`config.mk`:
```
export PLATFORM = sky130hd
export DESIGN_NAME = seg_port_arbiter_flat
export DESIGN_NICKNAME = d
export VERILOG_FILES = /design/src/rtl/seg_port_arbiter_if.sv /design/src/rtl/seg_port_arbiter.sv /design/src/flat_wrapper.sv
export SDC_FILE = /design/constraint.sdc
export NUM_CORES = 1
export LEC_CHECK = 0
export BUFFER_PORTS_ARGS = -buffer_cell sky130_fd_sc_hd__buf_2
export CAP_MARGIN = 10
export CORE_MARGIN = 2
export CORE_UTILIZATION = 44
export DETAILED_ROUTE_END_ITERATION = 8
export GPL_TIMING_DRIVEN = 0
export PLACE_DENSITY = 0.85
export SLEW_MARGIN = 30
export SYNTH_ARGS = -nofsm -noshare
export SYNTH_HDL_FRONTEND = slang
export SYNTH_SLANG_ARGS = --single-unit
```
`constraint.sdc`:
```
create_clock -name clk -period 2.16 [get_ports clk]
set_clock_uncertainty 0.1 [all_clocks]
set_input_delay 0.216 -clock clk [delete_from_list [all_inputs] [get_ports clk]]
set_output_delay 0.216 -clock clk [all_outputs]
set_load 0.005 [all_outputs]
```
`src/rtl/seg_port_arbiter_if.sv`:
```
// Request/response bundle for one requester of the segment-register arbiter.
// The requester side uses the master modport, the arbiter uses slave.
interface seg_port_arbiter_if;
  logic        req;
  logic        wr;
  logic [1:0]  sel;
  logic [15:0] wdata;
  logic        ack;
  logic        rvalid;
  logic [15:0] rdata;

  modport master (output req, wr, sel, wdata, input ack, rvalid, rdata);
  modport slave  (input req, wr, sel, wdata, output ack, rvalid, rdata);
endinterface

```
`src/rtl/seg_port_arbiter.sv`:
```
// Two-port arbiter in front of the segment register file: A has priority,
// B is protected from starvation, A may lock the bus across a sequence.
module seg_port_arbiter #(
  parameter int unsigned STARVE_LIMIT = 4
) (
  input  logic                 clk,
  input  logic                 reset,
  seg_port_arbiter_if.slave    a_port,
  seg_port_arbiter_if.slave    b_port,
  input  logic                 a_lock,
  output logic [1:0]           rf_rd_sel,
  output logic                 rf_wr_en,
  output logic [1:0]           rf_wr_sel,
  output logic [15:0]          rf_wr_val,
  input  logic [15:0]          rf_rd_val,
  output logic                 cs_written
);

  localparam logic [3:0] LIMIT = 4'(STARVE_LIMIT);
  localparam logic [1:0] SEL_CS = 2'd1;

  logic [3:0]  starve_cnt_r;
  logic        lock_own_r;
  logic        hz_valid_r;
  logic [1:0]  hz_sel_r;
  logic [1:0]  rd_sel_r;
  logic        a_pend_r;
  logic        b_pend_r;
  logic [15:0] a_hold_r;
  logic [15:0] b_hold_r;
  logic        cs_pend_r;

  logic        a_ok_s;
  logic        b_ok_s;
  logic        lock_block_s;
  logic        force_b_s;
  logic        a_grant_s;
  logic        b_grant_s;
  logic        g_wr_s;
  logic [1:0]  g_sel_s;
  logic [15:0] g_wdata_s;
  logic        rd_grant_s;
  logic        wr_grant_s;

  // Arbitration: a write to the select read last cycle is held off, lock keeps B out.
  always_comb begin
    a_grant_s    = 1'b0;
    b_grant_s    = 1'b0;
    a_ok_s       = a_port.req && !(a_port.wr && hz_valid_r && (a_port.sel == hz_sel_r));
    b_ok_s       = b_port.req && !(b_port.wr && hz_valid_r && (b_port.sel == hz_sel_r));
    lock_block_s = a_lock && (lock_own_r || a_port.req);
    force_b_s    = b_port.req && (starve_cnt_r == LIMIT) && !lock_block_s;
    if (reset) begin
      a_grant_s = 1'b0;
      b_grant_s = 1'b0;
    end else if (force_b_s && b_ok_s) begin
      b_grant_s = 1'b1;
    end else if (a_ok_s) begin
      a_grant_s = 1'b1;
    end else if (b_ok_s && !lock_block_s) begin
      b_grant_s = 1'b1;
    end else begin
      a_grant_s = 1'b0;
      b_grant_s = 1'b0;
    end
  end

  // Route the winning request onto the register-file side.
  always_comb begin
    g_wr_s    = 1'b0;
    g_sel_s   = 2'd0;
    g_wdata_s = 16'h0000;
    if (a_grant_s) begin
      g_wr_s    = a_port.wr;
      g_sel_s   = a_port.sel;
      g_wdata_s = a_port.wdata;
    end else if (b_grant_s) begin
      g_wr_s    = b_port.wr;
      g_sel_s   = b_port.sel;
      g_wdata_s = b_port.wdata;
    end else begin
      g_wr_s    = 1'b0;
      g_sel_s   = 2'd0;
      g_wdata_s = 16'h0000;
    end
    rd_grant_s = (a_grant_s || b_grant_s) && !g_wr_s;
    wr_grant_s = (a_grant_s || b_grant_s) && g_wr_s;
  end

  assign a_port.ack    = a_grant_s;
  assign b_port.ack    = b_grant_s;
  assign rf_wr_en      = wr_grant_s;
  assign rf_wr_sel     = wr_grant_s ? g_sel_s : 2'd0;
  assign rf_wr_val     = wr_grant_s ? g_wdata_s : 16'h0000;
  assign rf_rd_sel     = reset ? 2'd0 : (rd_grant_s ? g_sel_s : rd_sel_r);
  // Read data arrives straight from the register file in the rvalid cycle.
  assign a_port.rvalid = a_pend_r && !reset;
  assign b_port.rvalid = b_pend_r && !reset;
  assign a_port.rdata  = reset ? 16'h0000 : (a_pend_r ? rf_rd_val : a_hold_r);
  assign b_port.rdata  = reset ? 16'h0000 : (b_pend_r ? rf_rd_val : b_hold_r);
  assign cs_written    = cs_pend_r && !reset;

  // Starvation, lock, hazard and read-return state.
  always_ff @(posedge clk) begin
    if (reset) begin
      starve_cnt_r <= 4'd0;
      lock_own_r   <= 1'b0;
      hz_valid_r   <= 1'b0;
      hz_sel_r     <= 2'd0;
      rd_sel_r     <= 2'd0;
      a_pend_r     <= 1'b0;
      b_pend_r     <= 1'b0;
      a_hold_r     <= 16'h0000;
      b_hold_r     <= 16'h0000;
      cs_pend_r    <= 1'b0;
    end else begin
      if (!b_port.req || b_grant_s) begin
        starve_cnt_r <= 4'd0;
      end else if (starve_cnt_r < LIMIT) begin
        starve_cnt_r <= starve_cnt_r + 4'd1;
      end
      lock_own_r <= a_lock && (a_grant_s || lock_own_r);
      hz_valid_r <= rd_grant_s;
      if (rd_grant_s) begin
        hz_sel_r <= g_sel_s;
        rd_sel_r <= g_sel_s;
      end
      a_pend_r <= a_grant_s && !g_wr_s;
      b_pend_r <= b_grant_s && !g_wr_s;
      if (a_pend_r) begin
        a_hold_r <= rf_rd_val;
      end
      if (b_pend_r) begin
        b_hold_r <= rf_rd_val;
      end
      cs_pend_r <= wr_grant_s && (g_sel_s == SEL_CS);
    end
  end

endmodule

```
`src/flat_wrapper.sv`:
```
// flat-port wrapper written by rule: the top's interface ports become plain ports
module seg_port_arbiter_flat 
#(
  parameter int unsigned STARVE_LIMIT = 4
)
  (clk, reset, a_lock, rf_rd_sel, rf_wr_en, rf_wr_sel, rf_wr_val, rf_rd_val, cs_written, a_port_req, a_port_wr, a_port_sel, a_port_wdata, a_port_ack, a_port_rvalid, a_port_rdata, b_port_req, b_port_wr, b_port_sel, b_port_wdata, b_port_ack, b_port_rvalid, b_port_rdata);
  seg_port_arbiter_if a_port_i ();
  seg_port_arbiter_if b_port_i ();
  input  logic clk;
  input  logic reset;
  input  logic a_lock;
  output logic [1:0] rf_rd_sel;
  output logic rf_wr_en;
  output logic [1:0] rf_wr_sel;
  output logic [15:0] rf_wr_val;
  input  logic [15:0] rf_rd_val;
  output logic cs_written;
  input wire logic [$bits(a_port_i.req)-1:0] a_port_req;
  input wire logic [$bits(a_port_i.wr)-1:0] a_port_wr;
  input wire logic [$bits(a_port_i.sel)-1:0] a_port_sel;
  input wire logic [$bits(a_port_i.wdata)-1:0] a_port_wdata;
  output wire logic [$bits(a_port_i.ack)-1:0] a_port_ack;
  output wire logic [$bits(a_port_i.rvalid)-1:0] a_port_rvalid;
  output wire logic [$bits(a_port_i.rdata)-1:0] a_port_rdata;
  input wire logic [$bits(b_port_i.req)-1:0] b_port_req;
  input wire logic [$bits(b_port_i.wr)-1:0] b_port_wr;
  input wire logic [$bits(b_port_i.sel)-1:0] b_port_sel;
  input wire logic [$bits(b_port_i.wdata)-1:0] b_port_wdata;
  output wire logic [$bits(b_port_i.ack)-1:0] b_port_ack;
  output wire logic [$bits(b_port_i.rvalid)-1:0] b_port_rvalid;
  output wire logic [$bits(b_port_i.rdata)-1:0] b_port_rdata;
  assign a_port_i.req = a_port_req;
  assign a_port_i.wr = a_port_wr;
  assign a_port_i.sel = a_port_sel;
  assign a_port_i.wdata = a_port_wdata;
  assign a_port_ack = a_port_i.ack;
  assign a_port_rvalid = a_port_i.rvalid;
  assign a_port_rdata = a_port_i.rdata;
  assign b_port_i.req = b_port_req;
  assign b_port_i.wr = b_port_wr;
  assign b_port_i.sel = b_port_sel;
  assign b_port_i.wdata = b_port_wdata;
  assign b_port_ack = b_port_i.ack;
  assign b_port_rvalid = b_port_i.rvalid;
  assign b_port_rdata = b_port_i.rdata;
  seg_port_arbiter #(.STARVE_LIMIT(STARVE_LIMIT)) u_core (.clk(clk), .reset(reset), .a_port(a_port_i), .b_port(b_port_i), .a_lock(a_lock), .rf_rd_sel(rf_rd_sel), .rf_wr_en(rf_wr_en), .rf_wr_sel(rf_wr_sel), .rf_wr_val(rf_wr_val), .rf_rd_val(rf_rd_val), .cs_written(cs_written));
endmodule
```
==> results.sh <==
export IMPL_setup_tns_ns=-4.23
export IMPL_final_common_cell="buf_2"
export IMPL_antenna_found_initial=0
export IMPL_min_period_over_period=1.16
export IMPL_grt_max_degree=14
export IMPL_startpoint_type="register"
export IMPL_fin_ws_ns=-0.352
export IMPL_drtPass1Iterations=4
export IMPL_status="finished, violations left"
export IMPL_fp_dieW_um=72.1
export IMPL_synth_avg_cell_area_um2=9.23
export IMPL_powerDensity_nw_per_um2=566
export IMPL_grt_ovfl_total=0
export IMPL_tightest_slew_ns=0.549
export IMPL_multiInputGateArea_um2=1170
export IMPL_insertedDiodeCount=0
export IMPL_cts_tree="done"
export IMPL_critPathRequiredTime_ns=1.84
export IMPL_hp_class="in2reg"
export IMPL_synthFlopType="dfxtp_1"
export IMPL_async_flop_share=0
export IMPL_place_inst=388
export IMPL_crit_chain="inv_2, ha_4, nand3b_1, nor3b_4, a2111o_1, a222oi_1, a211oi_2, buf_2"
export IMPL_final_cell_mix="buf_2, nor2_1, dfxtp_1, mux2i_1, a22oi_2"
export IMPL_fin_hold_ws_ns=0.106
export IMPL_num_vias=2136
export IMPL_synth_edf_count=0
export IMPL_relSlewSlack=0.634
export IMPL_rows=24
export IMPL_crit_type="reg2out"
export IMPL_maxCapViolCount=0
export IMPL_timing_rr_start="u_core.starve_cnt_r[1]"
export IMPL_drtIter0Drc=146
export IMPL_critPathMaxStageDelay_ns=0.49
export IMPL_grt_pass1_vias=2055
export IMPL_die_y_um=72.1
export IMPL_syn_cell_area_um2=2040
export IMPL_nets=416
export IMPL_leakagePower_uw=0.00145
export IMPL_critical_path_arrival_ns=2.20
export IMPL_crit_family="compound AO/OA/AOI/OAI gates"
export IMPL_htreeDepth=2
export IMPL_fin_crit_ns=2.51
export IMPL_grt_pass1_wl_um=9670
export IMPL_dieArea_um2=5200
export IMPL_area_sequential_um2=911
export IMPL_end_kind="output pin"
export IMPL_yosysUniqueCellTypes=36
export IMPL_rsz0062_at_grt="yes"
export IMPL_synth_seq_cells=45
export IMPL_area_growth_syn_to_layout_pct=51.5
export IMPL_gp_congestion=0.822
export IMPL_crit_start="u_core.starve_cnt_r[1]"
export IMPL_cp_num_buf_inv=2
export IMPL_worstHoldStart="rf_rd_val[14]"
export IMPL_cp_max_fo=4
export IMPL_drive_gt1_frac=0.522
export IMPL_cts_sinks=45
export IMPL_start_util=0.462
export IMPL_routed_wl_um=6490
export IMPL_violations="negative setup slack"
export IMPL_track_usage=0.235
export IMPL_drv_slew=0
export IMPL_hold_viol_final=0
export IMPL_setup_violations_final=21
export IMPL_ios=117
export IMPL_syn_inst=221
export IMPL_dp_hpwl_um=4050
export IMPL_postRouteAntennaNets=0
export IMPL_hold_buffers=0
export IMPL_fill_cells=359
export IMPL_yosysWarnings=0
export IMPL_core_um2=4410
export IMPL_vias_per_cell=5.24
export IMPL_drc_errors=0
export IMPL_wl_per_cell_um=15.9
export IMPL_r2r_slack_ns=0.04
export IMPL_cts_buffers_inserted=5
export IMPL_syn_nets=282
export IMPL_layout_cells_non_filler=408
export IMPL_clock_latency_ns=0.29
export IMPL_seq_area_frac_synth=0.442
export IMPL_port_buffers=115
export IMPL_ir_drop_mv=0.400
export IMPL_clock_root_buffer="clkbuf_8"
export IMPL_critPathSlowestCell="a2111o_1"
export IMPL_clkTransAtPathRegs_ns=0.08
export IMPL_fmax_mhz=398
export IMPL_cts_buffer_depth=2
-- cell families after synthesis --
family	count (synthesis)	share of synthesized area
compound gates	36	0.144
xor+xnor	5	0.0215
buf+inv	26	0.0571
simple gates	75	0.166
mux	32	0.157
fa+ha+maj	2	0.0123
flops	45	0.442
-- worst paths after layout --
check                        end  depth (start not counted)
min reg2reg   u_core.rd_sel_r[1]                          2
max reg2reg   u_core.hz_sel_r[0]                          8
max                 rf_rd_sel[0]                          8
min          u_core.a_hold_r[14]                          3
-- synthesized netlist by cell type, types with 2 or more instances --
master,instances,area [µm²]
clkbuf_1,8,30.0
o21ai_0,2,10.0
ha_1,2,25.0
nor2_1,53,199
a211oi_1,4,30.0
a22oi_1,16,120
nor3_1,2,10.0
dfxtp_1,45,901
nand2_1,6,22.5
and2_1,2,12.5
a222oi_1,2,20.0
buf_6,2,22.5
a21oi_1,3,15.0
a32o_1,2,20.0
nor2b_1,3,18.8
buf_2,3,15.0
xnor2_1,3,26.3
mux2i_1,32,320
xor2_1,2,17.5
inv_1,13,48.8
-- tightest hold or removal path, delay by kind of cell --
| family | cells | cell delay [ns] |
|---|---|---|
| simple gates | 1 | 0.10 |
| mux | 1 | 0.06 |
| buf+inv | 1 | 0.09 |
-- flip-flops by register name (all words and copies together), names as in the netlist --
signal,cells
u_core.cs_pend_r,1
u_core.starve_cnt_r,4
u_core.rd_sel_r,2
u_core.lock_own_r,1
u_core.a_pend_r,1
u_core.a_hold_r,16
u_core.b_pend_r,1
u_core.b_hold_r,16
u_core.hz_sel_r,2
u_core.hz_valid_r,1
-- power breakdown --
part / total [µW] / internal [µW] / switching [µW]
Combinational: 311 / 151 / 160
Sequential: 872 / 856 / 16.2
Clock: 564 / 289 / 274
-- metal layers --
metal  GRT usage  part of all wire
met1       0.296              0.40
met2       0.406              0.52
met3      0.0458             0.060
met4      0.0734             0.025
met5           0                 0
-- area by class of cell --
| class | instances | share of cell area |
|---|---|---|
| multi-input combinational | 150 | 0.379 |
| sequential | 45 | 0.295 |
| timing repair buffer | 129 | 0.233 |
| clock buffer | 7 | 0.0312 |
| buffer | 11 | 0.0239 |
| tap | 52 | 0.0211 |
| inverter | 13 | 0.0158 |
| clock inverter | 1 | 0.00162 |
-- repair_timing --
action	CTS	global route
buffers inserted	14	3
pin swaps	30	16
gates resized for setup	32	26
endpoints found under the setup margin	39	38
endpoints found under the hold margin	0	0
gates cloned	2	0
-- metrics by stage --
stage | utilization | setup WS [ns] | area [µm²] | power [µW]
after global placement | 0.607 | -0.132 | 2680 | 1130
after global routing | 0.700 | -0.432 | 3090 | 1810
after floorplan | - | 0.150 | 2040 | 1010
after CTS | 0.684 | -0.306 | 3020 | 1730
after detailed placement | 0.607 | -0.126 | 2680 | 1130
final | 0.700 | -0.352 | 3090 | 1750
(Power assumes the default switching activity.)
